**src/rtl/cpu_bus_pkg.sv**
```systemverilog
// ---------------------------------------------------------------------------
// cpu_bus_pkg
// Shared types and constants for the 8-bit CPU memory bus.
//   resp_state_t : responder FSM states (IDLE, WAIT, RESP, DONE)
//   WAIT_CNT_W   : width of the wait-state down-counter (supports 0..15)
//   CPU_ADDR_W / CPU_DATA_W : default bus widths
//   wait_load()  : counter preload value for a given wait-state count
// ---------------------------------------------------------------------------
package cpu_bus_pkg;

    localparam int CPU_ADDR_W = 8;
    localparam int CPU_DATA_W = 8;
    localparam int WAIT_CNT_W = 4;
    localparam int WAIT_MAX   = (1 << WAIT_CNT_W) - 1;

    typedef enum logic [1:0] {
        IDLE = 2'd0,
        WAIT = 2'd1,
        RESP = 2'd2,
        DONE = 2'd3
    } resp_state_t;

    // The counter counts WAIT_CYCLES-1 down to 0, so a zero-wait build
    // never loads it and skips WAIT entirely.
    function automatic logic [WAIT_CNT_W-1:0] wait_load(input int cycles);
        if (cycles > 0) begin
            return WAIT_CNT_W'(cycles - 1);
        end
        return '0;
    endfunction

endpackage

```
**src/rtl/cpu_mem_responder_if.sv**
```systemverilog
// ---------------------------------------------------------------------------
// cpu_mem_responder_if
// Request/response channel between the CPU (master) and the memory
// responder (slave).
//   req_valid/req_ready : request handshake, accept on both high
//   req_we/req_addr/req_wdata : request fields, sampled at accept
//   rsp_valid/rsp_rdata : one-cycle completion pulse with read data
// ---------------------------------------------------------------------------
interface cpu_mem_responder_if
    import cpu_bus_pkg::*;
#(
    parameter int ADDR_W = CPU_ADDR_W,
    parameter int DATA_W = CPU_DATA_W
) ();

    logic              req_valid;
    logic              req_ready;
    logic              req_we;
    logic [ADDR_W-1:0] req_addr;
    logic [DATA_W-1:0] req_wdata;
    logic              rsp_valid;
    logic [DATA_W-1:0] rsp_rdata;

    modport master (
        output req_valid, req_we, req_addr, req_wdata,
        input  req_ready, rsp_valid, rsp_rdata
    );

    modport slave (
        input  req_valid, req_we, req_addr, req_wdata,
        output req_ready, rsp_valid, rsp_rdata
    );

endinterface

```
**src/rtl/mem_ram_sp.sv**
```systemverilog
// ---------------------------------------------------------------------------
// mem_ram_sp
// Single-port synchronous RAM, 2**ADDR_W x DATA_W, read-first.
//   clk   : clock
//   we    : write enable
//   addr  : shared read/write address
//   wdata : write data
//   rdata : registered read data (old contents on a write cycle)
// Contents are deliberately not reset.
// ---------------------------------------------------------------------------
module mem_ram_sp
    import cpu_bus_pkg::*;
#(
    parameter int ADDR_W = CPU_ADDR_W,
    parameter int DATA_W = CPU_DATA_W
) (
    input  logic              clk,
    input  logic              we,
    input  logic [ADDR_W-1:0] addr,
    input  logic [DATA_W-1:0] wdata,
    output logic [DATA_W-1:0] rdata
);

    logic [DATA_W-1:0] mem [0:(1 << ADDR_W)-1];
    logic [DATA_W-1:0] rdata_q;

    always_ff @(posedge clk) begin
        if (we) begin
            mem[addr] <= wdata;
        end
        rdata_q <= mem[addr];
    end

    assign rdata = rdata_q;

endmodule

```
**src/rtl/cpu_mem_responder.sv**
```systemverilog
// ---------------------------------------------------------------------------
// cpu_mem_responder
// Memory-side responder for the 8-bit CPU bus. Accepts one access at a
// time, waits WAIT_CYCLES, touches the RAM in RESP and pulses rsp_valid in
// DONE. A side load port preloads bytes while the responder is idle.
//   clk       : clock, rising edge
//   reset     : synchronous, active-low
//   bus       : cpu_mem_responder_if slave (request/response channel)
//   ld_en/ld_addr/ld_data : preload strobe, address, data
//   ld_ok     : previous cycle's ld_en was written to memory
//   acc_count : completed accesses, saturating at all-ones
// ---------------------------------------------------------------------------
module cpu_mem_responder
    import cpu_bus_pkg::*;
#(
    parameter int ADDR_W      = CPU_ADDR_W,
    parameter int DATA_W      = CPU_DATA_W,
    parameter int WAIT_CYCLES = 2,
    parameter int CNT_W       = 16
) (
    input  logic                 clk,
    input  logic                 reset,
    cpu_mem_responder_if.slave   bus,
    input  logic                 ld_en,
    input  logic [ADDR_W-1:0]    ld_addr,
    input  logic [DATA_W-1:0]    ld_data,
    output logic                 ld_ok,
    output logic [CNT_W-1:0]     acc_count
);

    generate
        if (WAIT_CYCLES < 0 || WAIT_CYCLES > WAIT_MAX) begin : g_bad_wait
            $error("cpu_mem_responder: WAIT_CYCLES must be in 0..15");
        end
    endgenerate

    localparam logic [WAIT_CNT_W-1:0] WAIT_PRELOAD = wait_load(WAIT_CYCLES);

    resp_state_t           state_q, state_d;
    logic [WAIT_CNT_W-1:0] wait_cnt_q, wait_cnt_d;
    logic                  we_q, we_d;
    logic [ADDR_W-1:0]     addr_q, addr_d;
    logic [DATA_W-1:0]     wdata_q, wdata_d;
    logic                  rsp_valid_q, rsp_valid_d;
    logic                  ld_ok_q, ld_ok_d;
    logic [CNT_W-1:0]      acc_count_q, acc_count_d;

    logic                  ld_take;
    logic                  accept;
    logic                  ram_we;
    logic [ADDR_W-1:0]     ram_addr;
    logic [DATA_W-1:0]     ram_wdata;
    logic [DATA_W-1:0]     ram_rdata;

    // Loads win over requests: ld_en in IDLE drops req_ready so the CPU
    // request simply waits a cycle.
    assign ld_take       = reset & ld_en & (state_q == IDLE);
    assign bus.req_ready = reset & ~ld_en & (state_q == IDLE);
    assign accept        = bus.req_valid & bus.req_ready;

    always_comb begin
        state_d     = state_q;
        wait_cnt_d  = wait_cnt_q;
        we_d        = we_q;
        addr_d      = addr_q;
        wdata_d     = wdata_q;
        acc_count_d = acc_count_q;
        rsp_valid_d = 1'b0;
        ld_ok_d     = ld_take;

        case (state_q)
            IDLE: begin
                if (accept) begin
                    we_d    = bus.req_we;
                    addr_d  = bus.req_addr;
                    wdata_d = bus.req_wdata;
                    if (WAIT_CYCLES > 0) begin
                        state_d    = WAIT;
                        wait_cnt_d = WAIT_PRELOAD;
                    end else begin
                        state_d = RESP;
                    end
                end
            end
            WAIT: begin
                if (wait_cnt_q == '0) begin
                    state_d = RESP;
                end else begin
                    wait_cnt_d = wait_cnt_q - 1'b1;
                end
            end
            RESP: begin
                // RAM is accessed this cycle; its registered output lines
                // up with the rsp_valid pulse in DONE.
                state_d     = DONE;
                rsp_valid_d = 1'b1;
            end
            DONE: begin
                state_d = IDLE;
                if (acc_count_q != '1) begin
                    acc_count_d = acc_count_q + 1'b1;
                end
            end
            default: begin
                state_d = IDLE;
            end
        endcase
    end

    always_ff @(posedge clk) begin
        if (!reset) begin
            state_q     <= IDLE;
            wait_cnt_q  <= '0;
            we_q        <= 1'b0;
            addr_q      <= '0;
            wdata_q     <= '0;
            rsp_valid_q <= 1'b0;
            ld_ok_q     <= 1'b0;
            acc_count_q <= '0;
        end else begin
            state_q     <= state_d;
            wait_cnt_q  <= wait_cnt_d;
            we_q        <= we_d;
            addr_q      <= addr_d;
            wdata_q     <= wdata_d;
            rsp_valid_q <= rsp_valid_d;
            ld_ok_q     <= ld_ok_d;
            acc_count_q <= acc_count_d;
        end
    end

    // Single RAM port: latched request in RESP, load path otherwise.
    // The write is gated by reset so an abandoned access never commits.
    always_comb begin
        ram_we    = 1'b0;
        ram_addr  = ld_addr;
        ram_wdata = ld_data;
        if (state_q == RESP) begin
            ram_addr  = addr_q;
            ram_wdata = wdata_q;
            ram_we    = reset & we_q;
        end else if (ld_take) begin
            ram_we = 1'b1;
        end
    end

    mem_ram_sp #(
        .ADDR_W (ADDR_W),
        .DATA_W (DATA_W)
    ) u_ram (
        .clk   (clk),
        .we    (ram_we),
        .addr  (ram_addr),
        .wdata (ram_wdata),
        .rdata (ram_rdata)
    );

    assign bus.rsp_valid = rsp_valid_q;
    assign bus.rsp_rdata = (rsp_valid_q && !we_q) ? ram_rdata : '0;
    assign ld_ok         = ld_ok_q;
    assign acc_count     = acc_count_q;

endmodule

```
**src/flat_wrapper.sv**
```systemverilog
// flat-port wrapper written by rule: the top's interface ports become plain ports
module cpu_mem_responder_flat import cpu_bus_pkg::*;
#(
    parameter int ADDR_W      = CPU_ADDR_W,
    parameter int DATA_W      = CPU_DATA_W,
    parameter int WAIT_CYCLES = 2,
    parameter int CNT_W       = 16
)
  (clk, reset, ld_en, ld_addr, ld_data, ld_ok, acc_count, bus_req_valid, bus_req_we, bus_req_addr, bus_req_wdata, bus_req_ready, bus_rsp_valid, bus_rsp_rdata);
  cpu_mem_responder_if #(.ADDR_W(ADDR_W), .DATA_W(DATA_W)) bus_i ();
  input  logic clk;
  input  logic reset;
  input  logic ld_en;
  input  logic [ADDR_W-1:0] ld_addr;
  input  logic [DATA_W-1:0] ld_data;
  output logic ld_ok;
  output logic [CNT_W-1:0] acc_count;
  input wire logic [$bits(bus_i.req_valid)-1:0] bus_req_valid;
  input wire logic [$bits(bus_i.req_we)-1:0] bus_req_we;
  input wire logic [$bits(bus_i.req_addr)-1:0] bus_req_addr;
  input wire logic [$bits(bus_i.req_wdata)-1:0] bus_req_wdata;
  output wire logic [$bits(bus_i.req_ready)-1:0] bus_req_ready;
  output wire logic [$bits(bus_i.rsp_valid)-1:0] bus_rsp_valid;
  output wire logic [$bits(bus_i.rsp_rdata)-1:0] bus_rsp_rdata;
  assign bus_i.req_valid = bus_req_valid;
  assign bus_i.req_we = bus_req_we;
  assign bus_i.req_addr = bus_req_addr;
  assign bus_i.req_wdata = bus_req_wdata;
  assign bus_req_ready = bus_i.req_ready;
  assign bus_rsp_valid = bus_i.rsp_valid;
  assign bus_rsp_rdata = bus_i.rsp_rdata;
  cpu_mem_responder #(.ADDR_W(ADDR_W), .DATA_W(DATA_W), .WAIT_CYCLES(WAIT_CYCLES), .CNT_W(CNT_W)) u_core (.clk(clk), .reset(reset), .bus(bus_i), .ld_en(ld_en), .ld_addr(ld_addr), .ld_data(ld_data), .ld_ok(ld_ok), .acc_count(acc_count));
endmodule
```
**config.mk**
```make
export PLATFORM = sky130hd
export DESIGN_NAME = cpu_mem_responder_flat
export DESIGN_NICKNAME = d
export VERILOG_FILES = /design/src/rtl/cpu_bus_pkg.sv /design/src/rtl/cpu_mem_responder_if.sv /design/src/rtl/mem_ram_sp.sv /design/src/rtl/cpu_mem_responder.sv /design/src/flat_wrapper.sv
export SDC_FILE = /design/constraint.sdc
export NUM_CORES = 2
export LEC_CHECK = 0
export ABC_AREA = 1
export CAP_MARGIN = 20
export CORE_MARGIN = 10
export CORE_UTILIZATION = 40
export CTS_BUF_LIST = sky130_fd_sc_hd__clkbuf_4 sky130_fd_sc_hd__clkbuf_8
export CTS_CLUSTER_SIZE = 24
export DETAILED_ROUTE_END_ITERATION = 16
export PLACE_DENSITY = 0.53
export SLEW_MARGIN = 20
export SYNTH_ARGS = -nofsm -noshare
export SYNTH_HDL_FRONTEND = slang
export SYNTH_SLANG_ARGS = --single-unit
```
**constraint.sdc**
```tcl
create_clock -name clk -period 30 [get_ports clk]
set_input_delay 6 -clock clk [delete_from_list [all_inputs] [get_ports clk]]
set_output_delay 6 -clock clk [all_outputs]
set_load 0.005 [all_outputs]
```
==> load_flow_metrics.sql <==
INSERT INTO impl_metrics (metric_group, metric, value, unit) VALUES
('cells_and_area', 'commonest_non_fill_non_tap_cell_in_the_layout', 'sky130_fd_sc_hd__nand2_1', ''),
('timing', 'hold_slack', '0.454', 'ns'),
('worst_setup_path', 'path_max_fanout', '34', ''),
('worst_setup_path', 'startpoint_type', 'primary input', ''),
('cells_and_area', 'area_of_all_placed_cells_without_fillers', '97900', 'um2'),
('floorplan', 'top_level_ports', '64', ''),
('clocking', 'clkTransAtPathRegs', '0.05', 'ns'),
('detailed_routing', 'routed-wl-met2', '114000', 'um'),
('detailed_routing', 'met3_wirelength', '15200', 'um'),
('worst_hold_path', 'worst_hold_path_type', 'register to register', ''),
('clocking', 'post_cts_resize_count', '0', ''),
('detailed_routing', 'detail_route.drc_violations', '0', ''),
('detailed_routing', 'postRouteAntennaNets', '0', ''),
('grt', 'grt_start_max_net_pins', '201', ''),
('worst_setup_path', 'critical_path.cell_chain', 'clkdlybuf4s50_1 -> buf_4 -> inv_1 -> nor3_1 -> clkdlybuf4s50_1', ''),
('synth', 'post_synthesis_xor_xnor_area_fraction', '0.00997', '%'),
('worst_setup_path', 'cp.required', '24.00', 'ns'),
('synth', 'post_synth_fa_ha_maj_area_fraction', '0.114', '%'),
('timing', 'pins_over_slew_limit', '0', ''),
('synth', 'post_synth_and_or_nand_nor_area_fraction', '24.7', '%'),
('clocking', 'numCtsBuffers', '371', ''),
('synth', 'synth_top_family_by_area', 'simple AND/OR/NAND/NOR gates', ''),
('grt', 'overflow', '0', ''),
('worst_setup_path', 'worst_ep_arrival_time', '7.97', 'ns'),
('synth', 'syn_area_per_cell', '10.3', 'um2'),
('timing', 'timing.final.crit_period', '13.97', 'ns'),
('detailed_routing', 'wl_per_cell', '21.1', 'um'),
('clocking', 'postCtsSetupRepairBufs', '0', ''),
('synth', 'yosys-top-cells-area', 'sky130_fd_sc_hd__edfxtp_1 (70%), sky130_fd_sc_hd__nand2_1 (21%), sky130_fd_sc_hd__nor2_1 (1.6%)', ''),
('pwr', 'power.density_cell_area', '78.7', 'nW/um2'),
('detailed_routing', 'first_iter_violations', '5099', ''),
('placement', 'gpl.final_weighted_congestion', '0.838', ''),
('placement', 'buffer_ports.inserted', '63', ''),
('pwr', 'power.share.combinational', '23.0', '%'),
('cells_and_area', 'num-fill-cells', '20517', ''),
('clocking', 'clockRootBuffer', 'sky130_fd_sc_hd__clkbuf_8', ''),
('synth', 'yosys.cell_types.count', '32', ''),
('clocking', 'ctsHtreeMaxLevel', '5', ''),
('clocking', 'cts.hold.buffers_added', '0', ''),
('cells_and_area', 'layout_common_cells', 'sky130_fd_sc_hd__nand2_1 (5005), sky130_fd_sc_hd__edfxtp_1 (2048), sky130_fd_sc_hd__clkbuf_8 (381)', ''),
('pwr', 'internal_power', '5.15', 'mW'),
('floorplan', 'dieHeight', '489', 'um'),
('timing', 'clock_skew', '0.0805', 'ns'),
('floorplan', 'starting_density', '40.3', '%'),
('detailed_routing', 'routedLengthMet1', '110000', 'um'),
('synth', 'synthMuxAreaShare', '0', '%'),
('grt', 'grt_antenna_before_repair', '8', ''),
('synth', 'post_synth_instance_area', '87800', 'um2'),
('clocking', 'clock_insertion_delay_worst_skew', '1.05', 'ns'),
('placement', 'post_dp_cell_area', '91000', 'um2'),
('worst_setup_path', 'setup.worst_path.class', 'primary input to primary output', ''),
('floorplan', 'die_area', '239000', 'um2'),
('floorplan', 'placementRows', '171', ''),
('pwr', 'pwr-share-seq', '44.2', '%'),
('synth', 'postSynthCellCount', '8497', ''),
('status', 'status', 'complete, no violations', ''),
('timing', 'grt_setup_unrepaired', 'false', ''),
('pwr', 'leakagePower', '39.0', 'nW'),
('pwr', 'power_switching_share', '33.2', '%'),
('detailed_routing', 'drtPass1Iterations', '6', ''),
('pwr', 'vdd.ir_drop.worst', '0.0586', 'mV'),
('synth', 'net_count_after_synthesis', '8542', ''),
('detailed_routing', 'via_per_inst', '5.04', ''),
('worst_setup_path', 'timing.critical_path.mode_cell', 'sky130_fd_sc_hd__clkdlybuf4s50_1', ''),
('detailed_routing', 'vias', '58940', ''),
('worst_setup_path', 'cpLargestDelayFamily', 'buffers and inverters', ''),
('grt', 'first_global_vias', '57644', ''),
('job', 'max_capacitance_violation_total', '0', ''),
('pwr', 'power.switching', '2.55', 'mW'),
('synth', 'synth.top_cell.area_share', '70.0', '%'),
('worst_setup_path', 'cp-end-kind', 'primary output', '');
[cell usage after synthesis]
cell / number
sky130_fd_sc_hd__a211oi_1: 1
sky130_fd_sc_hd__a21oi_1: 29
sky130_fd_sc_hd__a311oi_1: 1
sky130_fd_sc_hd__a31oi_1: 2
sky130_fd_sc_hd__and3_1: 1
sky130_fd_sc_hd__buf_1: 49
sky130_fd_sc_hd__buf_2: 204
sky130_fd_sc_hd__buf_4: 9
sky130_fd_sc_hd__buf_6: 34
sky130_fd_sc_hd__clkbuf_1: 147
sky130_fd_sc_hd__clkbuf_2: 2
sky130_fd_sc_hd__dfxtp_1: 49
sky130_fd_sc_hd__edfxtp_1: 2048
sky130_fd_sc_hd__ha_1: 8
sky130_fd_sc_hd__inv_1: 64
sky130_fd_sc_hd__inv_4: 2
sky130_fd_sc_hd__nand2_1: 5005
sky130_fd_sc_hd__nand2_2: 4
sky130_fd_sc_hd__nand2_4: 3
sky130_fd_sc_hd__nand3_1: 266
sky130_fd_sc_hd__nand4_1: 5
sky130_fd_sc_hd__nor2_1: 370
sky130_fd_sc_hd__nor2_2: 5
sky130_fd_sc_hd__nor2_4: 1
sky130_fd_sc_hd__nor3_1: 6
sky130_fd_sc_hd__nor3b_1: 1
sky130_fd_sc_hd__o21a_1: 2
sky130_fd_sc_hd__o21ai_0: 77
sky130_fd_sc_hd__o21ai_1: 98
sky130_fd_sc_hd__o21ai_2: 2
sky130_fd_sc_hd__or2_2: 1
sky130_fd_sc_hd__xor2_1: 1
[routing by layer]
layer | vias to the layer above | GRT usage, %
met2 | 1734 | 32.2
met4 | 0 | 7.01
li1 | 28058 | -
met1 | 28668 | 28.0
met3 | 480 | 3.53
met5 | - | 0
[worst min-delay path, cell delays in order (launching register included)]
cell and delay, ns:
sky130_fd_sc_hd__dfxtp_1 0.29, sky130_fd_sc_hd__inv_1 0.06, sky130_fd_sc_hd__a21oi_1 0.06
[registers in the layout, indices dropped and copies added (netlist names)]
| register | count |
|---|---|
| u_core.u_ram.mem | 2048 |
| u_core.acc_count | 16 |
| u_core.addr_q | 8 |
| u_core.u_ram.rdata | 8 |
| u_core.wdata_q | 8 |
| u_core.wait_cnt_q | 4 |
| u_core.state_q | 2 |
| u_core.bus.rsp_valid | 1 |
| u_core.ld_ok | 1 |
| u_core.we_q | 1 |
[path summary, 6_finish.rpt]
| path | start | endpoint | slack, ns | depth (start not counted) |
|---|---|---|---|---|
| setup / recovery | reset | bus_req_ready | 16.03 | 5 |
| hold / removal | u_core.addr_q[6] | u_core.addr_q[6] | 0.45 | 2 |
| setup reg to reg | u_core.state_q[0] | u_core.u_ram.rdata[5] | 23.82 | 20 |
| hold reg to reg | u_core.addr_q[6] | u_core.addr_q[6] | 0.45 | 2 |
[area by class of cell]
cell class | count | area (um2) | share of cell area (%)
clock inverters | 126 | 681 | 0.695
multi-input cells | 5889 | 23200 | 23.7
clock buffers | 509 | 6200 | 6.34
repair buffers | 155 | 1500 | 1.53
flip-flops and latches | 2097 | 62500 | 63.8
well taps | 2854 | 3570 | 3.65
inverters | 66 | 263 | 0.268
diodes | 8 | 20.0 | 0.0205
[kinds of logic after synthesis]
family | Yosys count
adder cells (fa/ha/maj) | 8
AND/OR/NAND/NOR | 5668
AO/OA/AOI/OAI | 212
flip-flops | 2097
XOR/XNOR | 1
buffers and inverters | 511
[metrics by stage]
| stage | std cells | power, mW | utilization (%) | worst slack [ns] |
|---|---|---|---|---|
| after floorplan | 8497 | 4.70 | - | 16.91 |
| after global placement | 11061 | 5.23 | 41.8 | 16.04 |
| after detailed placement | 11061 | 5.24 | 41.8 | 16.04 |
| after CTS | 11696 | 7.76 | 44.9 | 16.03 |
| after global routing | 11701 | 8.07 | 44.9 | 15.90 |
| final | 11704 | 7.70 | 44.9 | 16.03 |
[power groups by stage]
| stage | combinational (mW) | sequential, mW | clock (mW) |
|---|---|---|---|
| after floorplan | 1.10 | 3.60 | 0 |
| after global placement | 1.76 | 3.47 | 0 |
| after detailed placement | 1.77 | 3.47 | 0 |
| after CTS | 1.78 | 3.41 | 2.58 |
| after global routing | 1.96 | 3.41 | 2.71 |
| final | 1.77 | 3.41 | 2.52 |
(Power assumes the default switching activity.)
